--- config.mk ---
export PLATFORM = sky130hd
export DESIGN_NAME = multicycle_ctrl
export DESIGN_NICKNAME = d
export VERILOG_FILES = /design/src/rtl/mc_ctrl_pkg.sv /design/src/rtl/alu_ctrl_dec.sv /design/src/rtl/multicycle_ctrl.sv
export SDC_FILE = /design/constraint.sdc
export NUM_CORES = 1
export LEC_CHECK = 0
export BUFFER_PORTS_ARGS = -buffer_cell sky130_fd_sc_hd__buf_2
export CORE_MARGIN = 2
export CORE_UTILIZATION = 47
export CTS_BUF_LIST = sky130_fd_sc_hd__clkbuf_4
export CTS_CLUSTER_SIZE = 30
export DETAILED_ROUTE_END_ITERATION = 8
export PLACE_DENSITY = 0.81
export SETUP_SLACK_MARGIN = 0.5
export SYNTH_ARGS = -nofsm -noshare
export SYNTH_HDL_FRONTEND = slang
export SYNTH_SLANG_ARGS = --single-unit
--- constraint.sdc ---
create_clock -name clock -period 1.4 [get_ports clock]
set_input_delay 0 -clock clock [delete_from_list [all_inputs] [get_ports clock]]
set_output_delay 0 -clock clock [all_outputs]
set_load 0.02 [all_outputs]
--- src/rtl/mc_ctrl_pkg.sv ---
// Shared encodings for the multicycle control FSM: state codes, opcodes,
// ALU ops, mux selects and the bundled control word.
package mc_ctrl_pkg;

   localparam logic [3:0] ST_FETCH  = 4'd0;
   localparam logic [3:0] ST_DECODE = 4'd1;
   localparam logic [3:0] ST_MEMADR = 4'd2;
   localparam logic [3:0] ST_MEMRD  = 4'd3;
   localparam logic [3:0] ST_MEMWB  = 4'd4;
   localparam logic [3:0] ST_MEMWR  = 4'd5;
   localparam logic [3:0] ST_EXEC   = 4'd6;
   localparam logic [3:0] ST_RWB    = 4'd7;
   localparam logic [3:0] ST_ADDIEX = 4'd8;
   localparam logic [3:0] ST_ADDIWB = 4'd9;
   localparam logic [3:0] ST_BRANCH = 4'd10;
   localparam logic [3:0] ST_JUMP   = 4'd11;

   localparam logic [2:0] OP_RTYPE = 3'd0;
   localparam logic [2:0] OP_ADDI  = 3'd1;
   localparam logic [2:0] OP_LW    = 3'd2;
   localparam logic [2:0] OP_SW    = 3'd3;
   localparam logic [2:0] OP_BEQ   = 3'd4;
   localparam logic [2:0] OP_J     = 3'd5;

   localparam logic [2:0] ALU_ADD = 3'd0;
   localparam logic [2:0] ALU_SUB = 3'd1;
   localparam logic [2:0] ALU_SLT = 3'd2;
   localparam logic [2:0] ALU_OR  = 3'd3;
   localparam logic [2:0] ALU_AND = 3'd4;

   localparam logic [1:0] SRCB_REGB = 2'd0;
   localparam logic [1:0] SRCB_ONE  = 2'd1;
   localparam logic [1:0] SRCB_IMM  = 2'd2;

   localparam logic [1:0] PCSRC_ALU    = 2'd0;
   localparam logic [1:0] PCSRC_ALUOUT = 2'd1;
   localparam logic [1:0] PCSRC_JUMP   = 2'd2;

   typedef struct packed {
      logic       pc_write;
      logic       pc_write_cond;
      logic       ir_write;
      logic       reg_write;
      logic       mem_read;
      logic       mem_write;
      logic       i_or_d;
      logic       reg_dst;
      logic       mem_to_reg;
      logic       alu_src_a;
      logic [1:0] alu_src_b;
      logic [1:0] pc_source;
      logic [2:0] alu_sel;
      logic       instr_done;
      logic       illegal;
   } ctrl_t;

endpackage

--- src/rtl/alu_ctrl_dec.sv ---
// R-type function decoder: maps funct to an ALU op and flags codes with no ALU op.
module alu_ctrl_dec
   import mc_ctrl_pkg::*;
(
   input  logic [3:0] funct,
   output logic [2:0] alu_sel,
   output logic       illegal
);

   always_comb begin
      illegal = (funct > 4'd4);
      alu_sel = illegal ? ALU_ADD : funct[2:0];
   end

endmodule

--- src/rtl/multicycle_ctrl.sv ---
// Multicycle control FSM for the 16-bit MIPS-subset datapath.
// Define MULTICYCLE_CTRL_JUMP_EN to decode opcode 5 as a jump.
module multicycle_ctrl
   import mc_ctrl_pkg::*;
(
   input  logic       clock,
   input  logic       reset,
   input  logic [2:0] opcode,
   input  logic [3:0] funct,
   input  logic       mem_ready,
   output logic       pc_write,
   output logic       pc_write_cond,
   output logic       ir_write,
   output logic       reg_write,
   output logic       mem_read,
   output logic       mem_write,
   output logic       i_or_d,
   output logic       reg_dst,
   output logic       mem_to_reg,
   output logic       alu_src_a,
   output logic [1:0] alu_src_b,
   output logic [1:0] pc_source,
   output logic [2:0] alu_sel,
   output logic       instr_done,
   output logic       illegal,
   output logic [3:0] state
);

   logic [3:0] state_reg;
   logic [3:0] state_next;
   logic [2:0] funct_alu_sel;
   logic       funct_illegal;
   logic       op_illegal;
   ctrl_t      ctrl;

   alu_ctrl_dec u_alu_ctrl_dec (
      .funct   (funct),
      .alu_sel (funct_alu_sel),
      .illegal (funct_illegal)
   );

   always_comb begin
      case (opcode)
         OP_RTYPE:                      op_illegal = funct_illegal;
         OP_ADDI, OP_LW, OP_SW, OP_BEQ: op_illegal = 1'b0;
`ifdef MULTICYCLE_CTRL_JUMP_EN
         OP_J:                          op_illegal = 1'b0;
`endif
         default:                       op_illegal = 1'b1;
      endcase
   end

   always_comb begin
      state_next = state_reg;
      case (state_reg)
         ST_FETCH:  if (mem_ready) state_next = ST_DECODE;
         ST_DECODE: begin
            state_next = ST_FETCH;
            if (!op_illegal) begin
               case (opcode)
                  OP_RTYPE:     state_next = ST_EXEC;
                  OP_ADDI:      state_next = ST_ADDIEX;
                  OP_LW, OP_SW: state_next = ST_MEMADR;
                  OP_BEQ:       state_next = ST_BRANCH;
`ifdef MULTICYCLE_CTRL_JUMP_EN
                  OP_J:         state_next = ST_JUMP;
`endif
                  default:      state_next = ST_FETCH;
               endcase
            end
         end
         ST_MEMADR: state_next = (opcode == OP_LW) ? ST_MEMRD :
                                 (opcode == OP_SW) ? ST_MEMWR : ST_FETCH;
         ST_MEMRD:  if (mem_ready) state_next = ST_MEMWB;
         ST_MEMWR:  if (mem_ready) state_next = ST_FETCH;
         ST_EXEC:   state_next = ST_RWB;
         ST_ADDIEX: state_next = ST_ADDIWB;
         default:   state_next = ST_FETCH;
      endcase
   end

   always_ff @(posedge clock) begin
      if (!reset) state_reg <= ST_FETCH;
      else        state_reg <= state_next;
   end

   // Everything is forced low while reset is held, even before the state register reloads.
   always_comb begin
      ctrl = '0;
      if (reset) begin
         case (state_reg)
            ST_FETCH: begin
               ctrl.mem_read  = 1'b1;
               ctrl.alu_src_b = SRCB_ONE;
               ctrl.ir_write  = mem_ready;
               ctrl.pc_write  = mem_ready;
            end
            ST_DECODE: begin
               ctrl.alu_src_b = SRCB_IMM;
               ctrl.illegal   = op_illegal;
            end
            ST_MEMADR, ST_ADDIEX: begin
               ctrl.alu_src_a = 1'b1;
               ctrl.alu_src_b = SRCB_IMM;
            end
            ST_MEMRD: begin
               ctrl.mem_read = 1'b1;
               ctrl.i_or_d   = 1'b1;
            end
            ST_MEMWB: begin
               ctrl.reg_write  = 1'b1;
               ctrl.mem_to_reg = 1'b1;
               ctrl.instr_done = 1'b1;
            end
            ST_MEMWR: begin
               ctrl.mem_write  = 1'b1;
               ctrl.i_or_d     = 1'b1;
               ctrl.instr_done = mem_ready;
            end
            ST_EXEC: begin
               ctrl.alu_src_a = 1'b1;
               ctrl.alu_src_b = SRCB_REGB;
               ctrl.alu_sel   = funct_alu_sel;
            end
            ST_RWB: begin
               ctrl.reg_write  = 1'b1;
               ctrl.reg_dst    = 1'b1;
               ctrl.instr_done = 1'b1;
            end
            ST_ADDIWB: begin
               ctrl.reg_write  = 1'b1;
               ctrl.instr_done = 1'b1;
            end
            ST_BRANCH: begin
               ctrl.alu_src_a     = 1'b1;
               ctrl.alu_src_b     = SRCB_REGB;
               ctrl.alu_sel       = ALU_SUB;
               ctrl.pc_write_cond = 1'b1;
               ctrl.pc_source     = PCSRC_ALUOUT;
               ctrl.instr_done    = 1'b1;
            end
`ifdef MULTICYCLE_CTRL_JUMP_EN
            ST_JUMP: begin
               ctrl.pc_write   = 1'b1;
               ctrl.pc_source  = PCSRC_JUMP;
               ctrl.instr_done = 1'b1;
            end
`endif
            default: ctrl = '0;
         endcase
      end
   end

   assign pc_write      = ctrl.pc_write;
   assign pc_write_cond = ctrl.pc_write_cond;
   assign ir_write      = ctrl.ir_write;
   assign reg_write     = ctrl.reg_write;
   assign mem_read      = ctrl.mem_read;
   assign mem_write     = ctrl.mem_write;
   assign i_or_d        = ctrl.i_or_d;
   assign reg_dst       = ctrl.reg_dst;
   assign mem_to_reg    = ctrl.mem_to_reg;
   assign alu_src_a     = ctrl.alu_src_a;
   assign alu_src_b     = ctrl.alu_src_b;
   assign pc_source     = ctrl.pc_source;
   assign alu_sel       = ctrl.alu_sel;
   assign instr_done    = ctrl.instr_done;
   assign illegal       = ctrl.illegal;
   assign state         = reset ? state_reg : ST_FETCH;

endmodule

==> results by group, run 1 <==
Status
  • Status: stopped before the end
  • Last step reached: clock tree synthesis (4_1_cts)
  • Err: [ERROR DPL-0038] Utilization greater than 100%, impossible to legalize

Yosys
  • Top_reg_cell synth: dfxtp_1
  • Leading area contributor after synthesis: dfxtp_1
  • Post-synth top area share: 11.4%
  • Post-Syn Area per Cell: 7.15 um2
  • Synth Warn #: 0
  • Mapped Area: 701 um2
  • Synth top area cells: dfxtp_1, buf_4, nor2_1
  • EDFF count, synth: 0
  • Cell count after synthesis: 98
  • Synthesized net count: 108
  • Synth unique cells: 44
  • Asr flop ratio synth: 0%
  • Register bit count reported by yosys: 4
  • Sequential fraction of the synthesis area: 11.4%

Clocking
  • TritonCTS Buffers: 3
  • Clock Sink Count: 4
  • Clk Tree Root Cell: clkbuf_4
  • CTS Buffer Depth: 2
  • Post_cts resized: 68
  • Setup repair bufs after CTS: 22
  • H-tree depth: 1
  • CTS Hold Bufs: 0

Placement
  • Dpl hpwl: 1630 um
  • # placed instances: 143
  • GP Congestion: 0.933
  • IO buf count: 31

Die
  • Boundary Pins: 33
  • Initial core utilization: 51.9%
  • Die width: 42.6 um
  • Core Rows: 13
  • Die Y: 42.6 um
-- cell families after synthesis --
logic type	after synthesis	synth area share, %
buf+inv	14	13.7
xor+xnor	4	5.00
compound gates	21	25.2
mux	2	3.04
flops	4	11.4
simple gates	52	41.1
other cells	1	0.535
-- cells in the mapped netlist, types with 4 or more instances --
| cell | instances |
|---|---|
| nor3_1 | 6 |
| dfxtp_1 | 4 |
| buf_4 | 5 |
| nor2_1 | 10 |
| nand2b_1 | 5 |
| nor2b_1 | 5 |
| nand2_1 | 9 |
| inv_1 | 4 |
-- metrics by stage --
step	setup slack, ns	utilization [%]	cell area, um2
3_3_place_gp	0.0569	74.5	1010
2_1_floorplan	0.262	-	877
3_5_place_dp	0.0285	74.5	1010
==> run 2: changes to the inputs <==
==> config.mk (replaced) <==
export PLATFORM = sky130hd
export DESIGN_NAME = multicycle_ctrl
export DESIGN_NICKNAME = d
export VERILOG_FILES = /design/src/rtl/mc_ctrl_pkg.sv /design/src/rtl/alu_ctrl_dec.sv /design/src/rtl/multicycle_ctrl.sv
export SDC_FILE = /design/constraint.sdc
export NUM_CORES = 1
export LEC_CHECK = 0
export BUFFER_PORTS_ARGS = -buffer_cell sky130_fd_sc_hd__buf_2
export CORE_AREA = 2 2 63 65
export DETAILED_ROUTE_END_ITERATION = 8
export DIE_AREA = 0 0 65 67
export PLACE_DENSITY_LB_ADDON = 0.15
export SYNTH_ARGS = -nofsm -noshare
export SYNTH_HDL_FRONTEND = slang
export SYNTH_SLANG_ARGS = --single-unit
==> run 2 against run 1 <==
The flow now finishes, with violations (setup timing). Area after synthesis is the same. Synthesized cell count stayed put.
==> results by group, run 2 <==
Clocking
  • Clk_lat worst skew: 0.22 ns
  • Clk Tree Root Cell: clkbuf_8
  • Clock Sink Count: 4
  • H-tree depth: 1
  • TritonCTS Buffers: 3
  • CTS tree: built
  • Clock transition at path regs: 0.03 ns
  • CTS Buffer Depth: 2

Run
  • Maxcap violations: 0

Yosys
  • EDFF count, synth: 0
  • Synthesized net count: 108
  • Leading area contributor after synthesis: dfxtp_1
  • Synth unique cells: 44
  • Post-Syn Area per Cell: 7.15 um2
  • Top_reg_cell synth: dfxtp_1
  • Sequential fraction of the synthesis area: 11.4%
  • Mapped Area: 701 um2
  • Synth Warn #: 0
  • Synth top area cells: dfxtp_1, buf_4, nor2_1
  • Cell count after synthesis: 98
  • Asr flop ratio synth: 0%
  • Register bit count reported by yosys: 4
  • Synth cell count leaders: nor2_1, nand2_1, nor3_1
  • Count leader, synth: nor2_1
  • Post-synth top area share: 11.4%

GRT
  • Largest net degree at the start of global routing: 11
  • Gr ovfl total: 0
  • GRT Util Overall: 12.1%
  • Vias in the first global route: 819
  • First-pass GRT wire length: 3970 um
  • Initial antenna violation count: 0

Detailed routing
  • Antenna Violating Nets Remaining: 0
  • Vias: 847
  • DRC viols: 0
  • Final WL: 2370 um
  • Drt via density: 4.43
  • Avg WL per Cell: 12.4 um
  • TritonRoute pass-1 iters: 4
  • DRT iter0 DRCs: 22

STA
  • Final min period: 1.41 ns
  • F_max: 0.711 GHz
  • Final setup vio count: 1
  • Max-slew violation count: 0
  • Final setup slack of the worst path: -0.00727 ns
  • Tcrit/Tclk final: 101%
  • Clock Skews: 0.00225 ns
  • Setup TNS: -0.00727 ns
  • Endpoints failing hold: 0
  • Unrepaired setup endpoints after global routing: yes

Setup path
  • Crit-path max FO: 10
  • Crit path capture type: output pin
  • CP peak stage delay: 0.39 ns
  • Crit path max-delay family: buffers and inverters
  • Critical Path Start Type: register
  • Critical-path top delay cell: dfxtp_4
  • CP cell instances: buf_6 -> buf_4 -> o211a_1 -> nor3_1 -> buf_2
  • WP data arrival: 1.41 ns
  • Worst EP required: 1.40 ns
  • Critical setup path kind: reg2out
  • Critical path buffers and inverters: 3

Layout
  • # diodes: 0
  • Leading cell types in the layout, fill and taps excluded: buf_2, buf_4, nor2_1
  • Final nets: 155
  • Finished Core Util: 32.0%
  • Max FFs per register: 4
  • Syn-to-layout area delta: 64.5%
  • Commonest non-fill, non-tap cell in the layout: buf_2
  • Layout cells sized above 1: 56.6%
  • Fillers: 402

Status
  • Failing checks: setup timing
  • Status: finished with violations

Die
  • Die area: 4360 um2
  • Initial core utilization: 19.4%
  • Core Rows: 22
  • Die width: 65 um
  • Boundary Pins: 33
  • Core Box Area: 3610 um2
  • Die Y: 67 um

Placement
  • IO buf count: 31
  • GP Congestion: 0.752
  • Dpl hpwl: 1890 um

Power
  • Pwr per Cell Area: 1260 nW/um2
  • Max VDD drop: 0.000333 V
  • Leakage: 0.577 nW

Min path
  • Hold crit path type: in2reg
-- run 2: layout make-up --
cell class | count | area [um2] | share of cell area (%)
clock buffer | 3 | 41.3 | 3.58
inverter | 4 | 15.0 | 1.30
timing repair buffer | 52 | 334 | 29.0
tap | 48 | 60.1 | 5.21
multi-input combinational | 80 | 609 | 52.9
sequential | 4 | 92.6 | 8.03
-- run 2: stage by stage --
stage	hold WS, ns	setup WS [ns]	cells	area [um2]	total power [mW]
finish	0.126	-0.00727	191	1150	1.45
global route	0.161	-0.102	191	1150	1.57
CTS	0.130	-0.00934	190	1070	1.35
detailed placement	0.334	-0.0151	186	983	1.04
global placement	0.324	-0.0165	186	983	1.05
floorplan	0.182	0.0346	98	707	0.710
-- run 2: layer usage --
| metal | share of wire (%) | wire length (um) | global-route usage (%) |
|---|---|---|---|
| met1 | 45 | 1060 | 14.8 |
| met3 | 4.6 | 109 | 2.20 |
| met5 | 0 | 0 | 0 |
| met2 | 49 | 1150 | 20.9 |
| met4 | 1.9 | 44 | 4.79 |
-- run 2: timing repair --
action,4_1_cts,5_1_grt
endpoints found under the hold margin,0,0
pin swaps,2,3
endpoints found under the setup margin,17,13
gates resized for setup,13,20
buffers inserted,1,1
hold buffers,0,0
-- run 2: cell families after synthesis --
| logic type | share of synthesized area, % |
|---|---|
| multiplexers | 3.04 |
| flip-flops | 11.4 |
| XOR/XNOR | 5.00 |
| buffers and inverters | 13.7 |
| other | 0.535 |
| AO/OA/AOI/OAI | 25.2 |
| AND/OR/NAND/NOR | 41.1 |
-- run 2: power by group --
part / leakage [nW] / internal, mW / switching [mW]
registers: 0.0352 / 0.151 / 0.0720
logic: 0.520 / 0.487 / 0.499
clock network: 0.0216 / 0.183 / 0.0617
total: 0.577 / 0.821 / 0.633
-- run 2: worst reg2reg max path: cells and delay by family, from the launching register on --
| family | cells | cell delay, ns |
|---|---|---|
| simple gates | 1 | 0.06 |
| buf+inv | 2 | 0.28 |
| flops | 1 | 0.43 |
| xor+xnor | 1 | 0.13 |
| compound gates | 2 | 0.32 |
-- run 2: final timing paths --
kind | to | cells past startpoint | start | slack (ns)
worst min-delay path | state_reg[3] | 4 | opcode[1] | 0.13
worst min register to register | state_reg[1] | 2 | state_reg[1] | 0.56
worst max-delay path | instr_done | 5 | state_reg[2] | -0.007
worst max register to register | state_reg[0] | 6 | state_reg[2] | 0.05
Power figures use the tool's default switching activity.
